$ cat config.mk
export PLATFORM = sky130hd
export DESIGN_NAME = round_normalize_stage_flat
export DESIGN_NICKNAME = d
export VERILOG_FILES = /design/src/rtl/round_normalize_stage_if.sv /design/src/rtl/round_normalize_stage.sv /design/src/flat_wrapper.sv
export SDC_FILE = /design/constraint.sdc
export NUM_CORES = 1
export LEC_CHECK = 0
export ABC_AREA = 1
export BUFFER_PORTS_ARGS = -buffer_cell sky130_fd_sc_hd__buf_2
export CAP_MARGIN = 20
export CORE_MARGIN = 2
export CORE_UTILIZATION = 55
export CTS_BUF_LIST = sky130_fd_sc_hd__clkbuf_16
export DETAILED_ROUTE_END_ITERATION = 10
export PLACE_DENSITY = 0.84
export SYNTH_ARGS = -nofsm -noshare
export SYNTH_HDL_FRONTEND = slang
export SYNTH_SLANG_ARGS = --single-unit
$ cat constraint.sdc
create_clock -name clk -period 6.8 [get_ports clk]
set_input_delay 1.02 -clock clk [delete_from_list [all_inputs] [get_ports clk]]
set_output_delay 1.02 -clock clk [all_outputs]
set_load 0.02 [all_outputs]
$ cat src/rtl/round_normalize_stage_if.sv
// Handshake bus for round_normalize_stage.
// Input side : in_valid/in_ready plus the unrounded fields (sign, exponent,
//              mantissa with hidden bit, guard/round/sticky).
// Output side: out_valid/out_ready plus the packed IEEE-754 result and the
//              overflow/inexact flags.
// slave = the rounding stage, master = the producer/consumer around it.
interface round_normalize_stage_if #(
  parameter int unsigned EXP_W = 8,
  parameter int unsigned MAN_W = 23
);
  logic                   in_valid;
  logic                   in_ready;
  logic                   sign;
  logic [EXP_W-1:0]       exponent;
  logic [MAN_W:0]         mantissa;
  logic                   guard_bit;
  logic                   round_bit;
  logic                   sticky_bit;
  logic                   out_valid;
  logic                   out_ready;
  logic [EXP_W+MAN_W:0]   result;
  logic                   overflow;
  logic                   inexact;

  modport slave (
    input  in_valid, sign, exponent, mantissa, guard_bit, round_bit, sticky_bit,
    input  out_ready,
    output in_ready, out_valid, result, overflow, inexact
  );

  modport master (
    output in_valid, sign, exponent, mantissa, guard_bit, round_bit, sticky_bit,
    output out_ready,
    input  in_ready, out_valid, result, overflow, inexact
  );
endinterface

$ cat src/rtl/round_normalize_stage.sv
// Two-stage round-to-nearest-even and post-normalization stage of the
// single-precision add/sub datapath.
// Ports:
//   clk   - rising-edge clock
//   rst_n - asynchronous active-low reset
//   bus   - round_normalize_stage_if.slave: valid/ready input of
//           sign/exponent/mantissa/G/R/S, valid/ready output of the packed
//           {sign, exponent, fraction} result with overflow/inexact flags.
// Stage A captures the fields and the rounding decision; stage B adds the
// round increment, renormalizes and drives the registered outputs.
module round_normalize_stage #(
  parameter int unsigned EXP_W = 8,
  parameter int unsigned MAN_W = 23
) (
  input logic                  clk,
  input logic                  rst_n,
  round_normalize_stage_if.slave bus
);

  localparam int unsigned MW = MAN_W + 1;   // mantissa incl. hidden bit
  localparam int unsigned SW = MAN_W + 2;   // mantissa sum incl. carry-out
  localparam int unsigned XW = EXP_W + 1;   // exponent with overflow headroom
  localparam int unsigned RW = 1 + EXP_W + MAN_W;
  localparam logic [XW-1:0] EXP_ONES = {1'b0, {EXP_W{1'b1}}};

  // Stage A registers
  logic             valid_a;
  logic             sign_a;
  logic [EXP_W-1:0] exp_a;
  logic [MW-1:0]    man_a;
  logic             special_a;
  logic             round_up_a;
  logic             inexact_a;

  // Handshake: B takes A whenever the output register is free or draining.
  logic advance_b;
  logic accept_a;

  assign advance_b   = valid_a & (~bus.out_valid | bus.out_ready);
  assign bus.in_ready = ~valid_a | advance_b;
  assign accept_a    = bus.in_valid & bus.in_ready;

  // Rounding decision on the raw input fields
  logic special_in;
  logic round_up_in;
  logic inexact_in;

  always_comb begin
    special_in  = (bus.exponent == {EXP_W{1'b1}});
    round_up_in = bus.guard_bit & (bus.mantissa[0] | bus.round_bit | bus.sticky_bit) & ~special_in;
    inexact_in  = (bus.guard_bit | bus.round_bit | bus.sticky_bit) & ~special_in;
  end

  // Stage A register
  always_ff @(posedge clk or negedge rst_n) begin
    if (!rst_n) begin
      valid_a    <= 1'b0;
      sign_a     <= 1'b0;
      exp_a      <= '0;
      man_a      <= '0;
      special_a  <= 1'b0;
      round_up_a <= 1'b0;
      inexact_a  <= 1'b0;
    end else begin
      if (accept_a) begin
        valid_a    <= 1'b1;
        sign_a     <= bus.sign;
        exp_a      <= bus.exponent;
        man_a      <= bus.mantissa;
        special_a  <= special_in;
        round_up_a <= round_up_in;
        inexact_a  <= inexact_in;
      end else if (advance_b) begin
        valid_a <= 1'b0;
      end
    end
  end

  // Increment, renormalize and pack
  logic [SW-1:0]    sum;
  logic [XW-1:0]    exp_n;
  logic [MAN_W-1:0] frac_n;
  logic             overflow_n;
  logic             inexact_n;
  logic [RW-1:0]    result_n;

  always_comb begin
    sum        = SW'(man_a) + SW'(round_up_a);
    exp_n      = XW'(exp_a);
    frac_n     = sum[MAN_W-1:0];
    overflow_n = 1'b0;
    inexact_n  = inexact_a;
    result_n   = '0;

    if (sum[SW-1]) begin
      // carry-out only from an all-ones mantissa: result is 1.0 x 2^(e+1)
      frac_n = sum[MAN_W:1];
      exp_n  = XW'(exp_a) + XW'(1);
    end else if ((exp_a == '0) && sum[MAN_W]) begin
      // subnormal rounded up into the smallest normal
      exp_n = XW'(1);
    end

    if (special_a) begin
      result_n  = {sign_a, exp_a, man_a[MAN_W-1:0]};
      inexact_n = 1'b0;
    end else if (exp_n >= EXP_ONES) begin
      result_n   = {sign_a, {EXP_W{1'b1}}, {MAN_W{1'b0}}};
      overflow_n = 1'b1;
      inexact_n  = 1'b1;
    end else begin
      result_n = {sign_a, exp_n[EXP_W-1:0], frac_n};
    end
  end

  // Stage B / output register; held while the consumer stalls
  always_ff @(posedge clk or negedge rst_n) begin
    if (!rst_n) begin
      bus.out_valid <= 1'b0;
      bus.result    <= '0;
      bus.overflow  <= 1'b0;
      bus.inexact   <= 1'b0;
    end else begin
      if (advance_b) begin
        bus.out_valid <= 1'b1;
        bus.result    <= result_n;
        bus.overflow  <= overflow_n;
        bus.inexact   <= inexact_n;
      end else if (bus.out_ready) begin
        bus.out_valid <= 1'b0;
      end
    end
  end

endmodule
$ cat src/flat_wrapper.sv
// flat-port wrapper written by rule: the top's interface ports become plain ports
module round_normalize_stage_flat 
#(
  parameter int unsigned EXP_W = 8,
  parameter int unsigned MAN_W = 23
)
  (clk, rst_n, bus_in_valid, bus_sign, bus_exponent, bus_mantissa, bus_guard_bit, bus_round_bit, bus_sticky_bit, bus_out_ready, bus_in_ready, bus_out_valid, bus_result, bus_overflow, bus_inexact);
  round_normalize_stage_if #(.EXP_W(EXP_W), .MAN_W(MAN_W)) bus_i ();
  input logic clk;
  input logic rst_n;
  input wire logic [$bits(bus_i.in_valid)-1:0] bus_in_valid;
  input wire logic [$bits(bus_i.sign)-1:0] bus_sign;
  input wire logic [$bits(bus_i.exponent)-1:0] bus_exponent;
  input wire logic [$bits(bus_i.mantissa)-1:0] bus_mantissa;
  input wire logic [$bits(bus_i.guard_bit)-1:0] bus_guard_bit;
  input wire logic [$bits(bus_i.round_bit)-1:0] bus_round_bit;
  input wire logic [$bits(bus_i.sticky_bit)-1:0] bus_sticky_bit;
  input wire logic [$bits(bus_i.out_ready)-1:0] bus_out_ready;
  output wire logic [$bits(bus_i.in_ready)-1:0] bus_in_ready;
  output wire logic [$bits(bus_i.out_valid)-1:0] bus_out_valid;
  output wire logic [$bits(bus_i.result)-1:0] bus_result;
  output wire logic [$bits(bus_i.overflow)-1:0] bus_overflow;
  output wire logic [$bits(bus_i.inexact)-1:0] bus_inexact;
  assign bus_i.in_valid = bus_in_valid;
  assign bus_i.sign = bus_sign;
  assign bus_i.exponent = bus_exponent;
  assign bus_i.mantissa = bus_mantissa;
  assign bus_i.guard_bit = bus_guard_bit;
  assign bus_i.round_bit = bus_round_bit;
  assign bus_i.sticky_bit = bus_sticky_bit;
  assign bus_i.out_ready = bus_out_ready;
  assign bus_in_ready = bus_i.in_ready;
  assign bus_out_valid = bus_i.out_valid;
  assign bus_result = bus_i.result;
  assign bus_overflow = bus_i.overflow;
  assign bus_inexact = bus_i.inexact;
  round_normalize_stage #(.EXP_W(EXP_W), .MAN_W(MAN_W)) u_core (.clk(clk), .rst_n(rst_n), .bus(bus_i));
endmodule
==> results.json <==
{
  "wire_per_inst_um": 14.65,
  "die_area_um2": 8564,
  "tightest_slew_ns": 1.059,
  "tns_ns": 0,
  "chipWidth_um": 92.54,
  "ant_nets": 0,
  "slew_viol_final": 0,
  "grtUsageTotal": 0.2642,
  "yosys.area_share.simple": 0.2957,
  "worst_setup_path_start_kind": "flip-flop",
  "rows": 32,
  "max_freq_ghz": 0.3325,
  "synthXorXnorAreaFrac": 0.03250,
  "dp_hpwl_um": 7526,
  "synth-seq-cells": 72,
  "synth_fa_ha_area_frac": 0.01161,
  "antenna_found_initial": 0,
  "insertion_delay_ns": 0.34,
  "fin_nets": 657,
  "rsz0062_at_grt": "false",
  "cts_buffers": 9,
  "outcome": "complete, no violations",
  "cts_max_path_buffers": 2,
  "synth-edff-count": 0,
  "cp_top_family": "simple AND/OR/NAND/NOR gates",
  "max_cap_viol_count": 0,
  "yosys_warnings": 0,
  "synth_top_family_by_area": "simple AND/OR/NAND/NOR gates",
  "hold_class": "reg -> reg",
  "syn_inst": 554,
  "cts_resized": 0,
  "critPathBufInv": 1,
  "ys.flop_type": "dfrtp_1",
  "cpMaxStageDelayCell": "nand2_1",
  "wirelength_um": 10550,
  "crit_required_ns": 7.05,
  "yosysTopAreaCell": "dfrtp_1",
  "hold_viol_final": 0,
  "dr.pass1.iters": 5,
  "worstSetupPathType": "reg -> reg",
  "synth-async-reset-ratio": 1.000,
  "boundaryPins": 76,
  "cp.depth": 11,
  "cts_hold_buf": 0,
  "drive_above_1_share": 0.2395,
  "crit_chain": "ha_1 > ha_1 > nand2_1 > nor2_4 > nand2_2 > nor2_4 > nand2_4 > clkinv_4 > nand2_1 > nand3_1 > o21bai_1",
  "viasPerCell": 5.507,
  "crit_start": "u_core.round_up_a",
  "endpoint_kind": "flip-flop",
  "min_period_ns": 3.008,
  "synth-seq-area-share": 0.4179,
  "synthTopCellsByCount": "128 x nand2_1, 79 x nor2_1, 72 x dfrtp_1",
  "synth_cell_types": 40,
  "endpoint": "u_core.bus.result[1]",
  "grt_start_max_net_pins": 73,
  "arrival_ns": 3.25,
  "drc": 0,
  "holdWs_ns": 0.4758,
  "setup_violations": 0,
  "synth_fp_nets": 598,
  "slew_headroom": 0.2924,
  "synthTopCellsByArea": "dfrtp_1 42%, nand2_1 11%, nor2_1 6.9%",
  "p_per_area_nw_per_um2": 334.9,
  "cts_tree": "built",
  "vdd_ir_drop_max_mv": 0.1903,
  "cts_setup_buffers": 0,
  "synth-compound-area-share": 0.1204,
  "grt.overflow.total": 0,
  "synth_top_area_share": 0.4179,
  "fin_crit_sh": 0.4423,
  "vias": 3965,
  "place.gp.congestion": 0.9365,
  "drtIter0Drc": 288,
  "syn_area_um2": 4312,
  "grt_pass1_vias": 3621,
  "leakagePower_nw": 2.482,
  "r2r-start": "u_core.round_up_a",
  "synth.area.mux_share": 0.04933,
  "crit_path_max_incr_delay_ns": 0.79,
  "cts.clk_slew.worst_paths_ns": 0.06,
  "synthToLayoutAreaGrowth_pct": 16.45,
  "rrSetupSlack_ns": 3.79,
  "synth_most_common_cell": "nand2_1",
  "cts_sinks": 72,
  "cp_max_fo": 29,
  "skew_ns": 0.006280,
  "min_from": "u_core.bus.result[25]",
  "coreArea_um2": 7647,
  "r2r-end": "u_core.bus.result[1]",
  "die_h_um": 92.54,
  "htreeDepth": 3,
  "start_util": 0.5638,
  "reg2regPathDepth": 11,
  "grt_pass1_wl_um": 17850,
  "postSynthAreaPerCell_um2": 7.783,
  "n_antenna_cell": 0,
  "port_buffers": 75,
  "cts_root_buffer": "clkbuf_16"
}
where the power goes:
part	switching [mW]	leakage, nW	total, mW	internal (mW)
registers	0.0932	0.834	0.628	0.535
clock network	0.179	0.161	0.534	0.355
logic	0.331	1.49	0.520	0.189
total	0.603	2.48	1.68	1.08
cell type report:
| type | count | area, um^2 |
|---|---|---|
| multi-input cells | 411 | 2200 |
| flip-flops and latches | 72 | 1802 |
| repair buffers | 78 | 397.9 |
| inverters | 41 | 158.9 |
| clock buffers | 9 | 225.2 |
| clock inverters | 7 | 110.1 |
| fillers | 679 | 2626 |
| well taps | 102 | 127.6 |
state kept, by name, summed over array words and instances (netlist names):
name / cells
u_core.sign_a: 1
u_core.round_up_a: 1
u_core.bus.result: 32
u_core.man_a: 24
u_core.bus.overflow: 1
u_core.bus.inexact: 1
u_core.valid_a: 1
u_core.special_a: 1
u_core.exp_a: 8
u_core.inexact_a: 1
u_core.bus.out_valid: 1
layout by cell type (no fill, tap or decap), types with 3 or more instances in the layout:
master,netlist,routed
nand2_1,128,127
nor2_1,79,79
buf_2,3,75
dfrtp_1,72,72
a21oi_1,52,52
inv_1,38,38
nand3_1,34,34
mux2_2,18,18
o21ai_0,16,16
xor2_1,14,14
nand3_2,10,10
a21oi_2,10,10
clkbuf_16,0,9
nor3_1,7,7
o21bai_1,6,6
nand4_1,5,5
nand2_2,3,4
nor2_4,4,4
ha_1,4,4
nor4_1,3,3
bufinv_16,0,3
buf_4,1,3
per-stage QoR:
stage                       util  cell area, um^2  std cells  setup WS [ns]  total power, mW
final                     0.6566             5021        720          3.792            1.682
after global routing      0.6566             5021        720          3.631            1.780
after CTS                 0.6566             5021        720          3.852            1.682
after detailed placement  0.6127             4686        704          3.862            1.147
after global placement    0.6127             4686        704          4.065            1.136
after floorplan                -             4312        554          4.400           0.9786
worst min-delay path by stage:
stage / slack (ns) / cells past startpoint / end
after floorplan: 0.44 / 2 / u_core.bus.result[31]
after global placement: 0.46 / 2 / u_core.bus.result[25]
after detailed placement: 0.46 / 2 / u_core.bus.result[28]
after CTS: 0.48 / 2 / u_core.bus.result[28]
after global routing: 0.51 / 2 / u_core.bus.result[30]
final: 0.48 / 2 / u_core.bus.result[25]
layer usage:
layer	global-route usage	routed length, um	part of all wire	up-vias
li1	-	-	-	1926
met1	0.4161	5029	0.48	1830
met2	0.3668	4424	0.42	189
met3	0.05045	907	0.086	20
met4	0.07836	189	0.018	0
met5	0	0	0	-
worst register-to-register path, stage by stage (launching register included):
cell and delay (ns):
dfrtp_1 0.39, ha_1 0.22, ha_1 0.20, nand2_1 0.14
nor2_4 0.06, nand2_2 0.13, nor2_4 0.06, nand2_4 0.21
clkinv_4 0.15, nand2_1 0.79, nand3_1 0.35, o21bai_1 0.24
cells by family (layout without fill, tap and decap cells):
group / count (synthesis) / in the layout
compound gates: 91 / 91
buf+inv: 71 / 135
xor+xnor: 16 / 16
fa+ha+maj: 4 / 4
mux: 19 / 19
flops: 72 / 72
simple gates: 281 / 281
(Power assumes the default switching activity.)
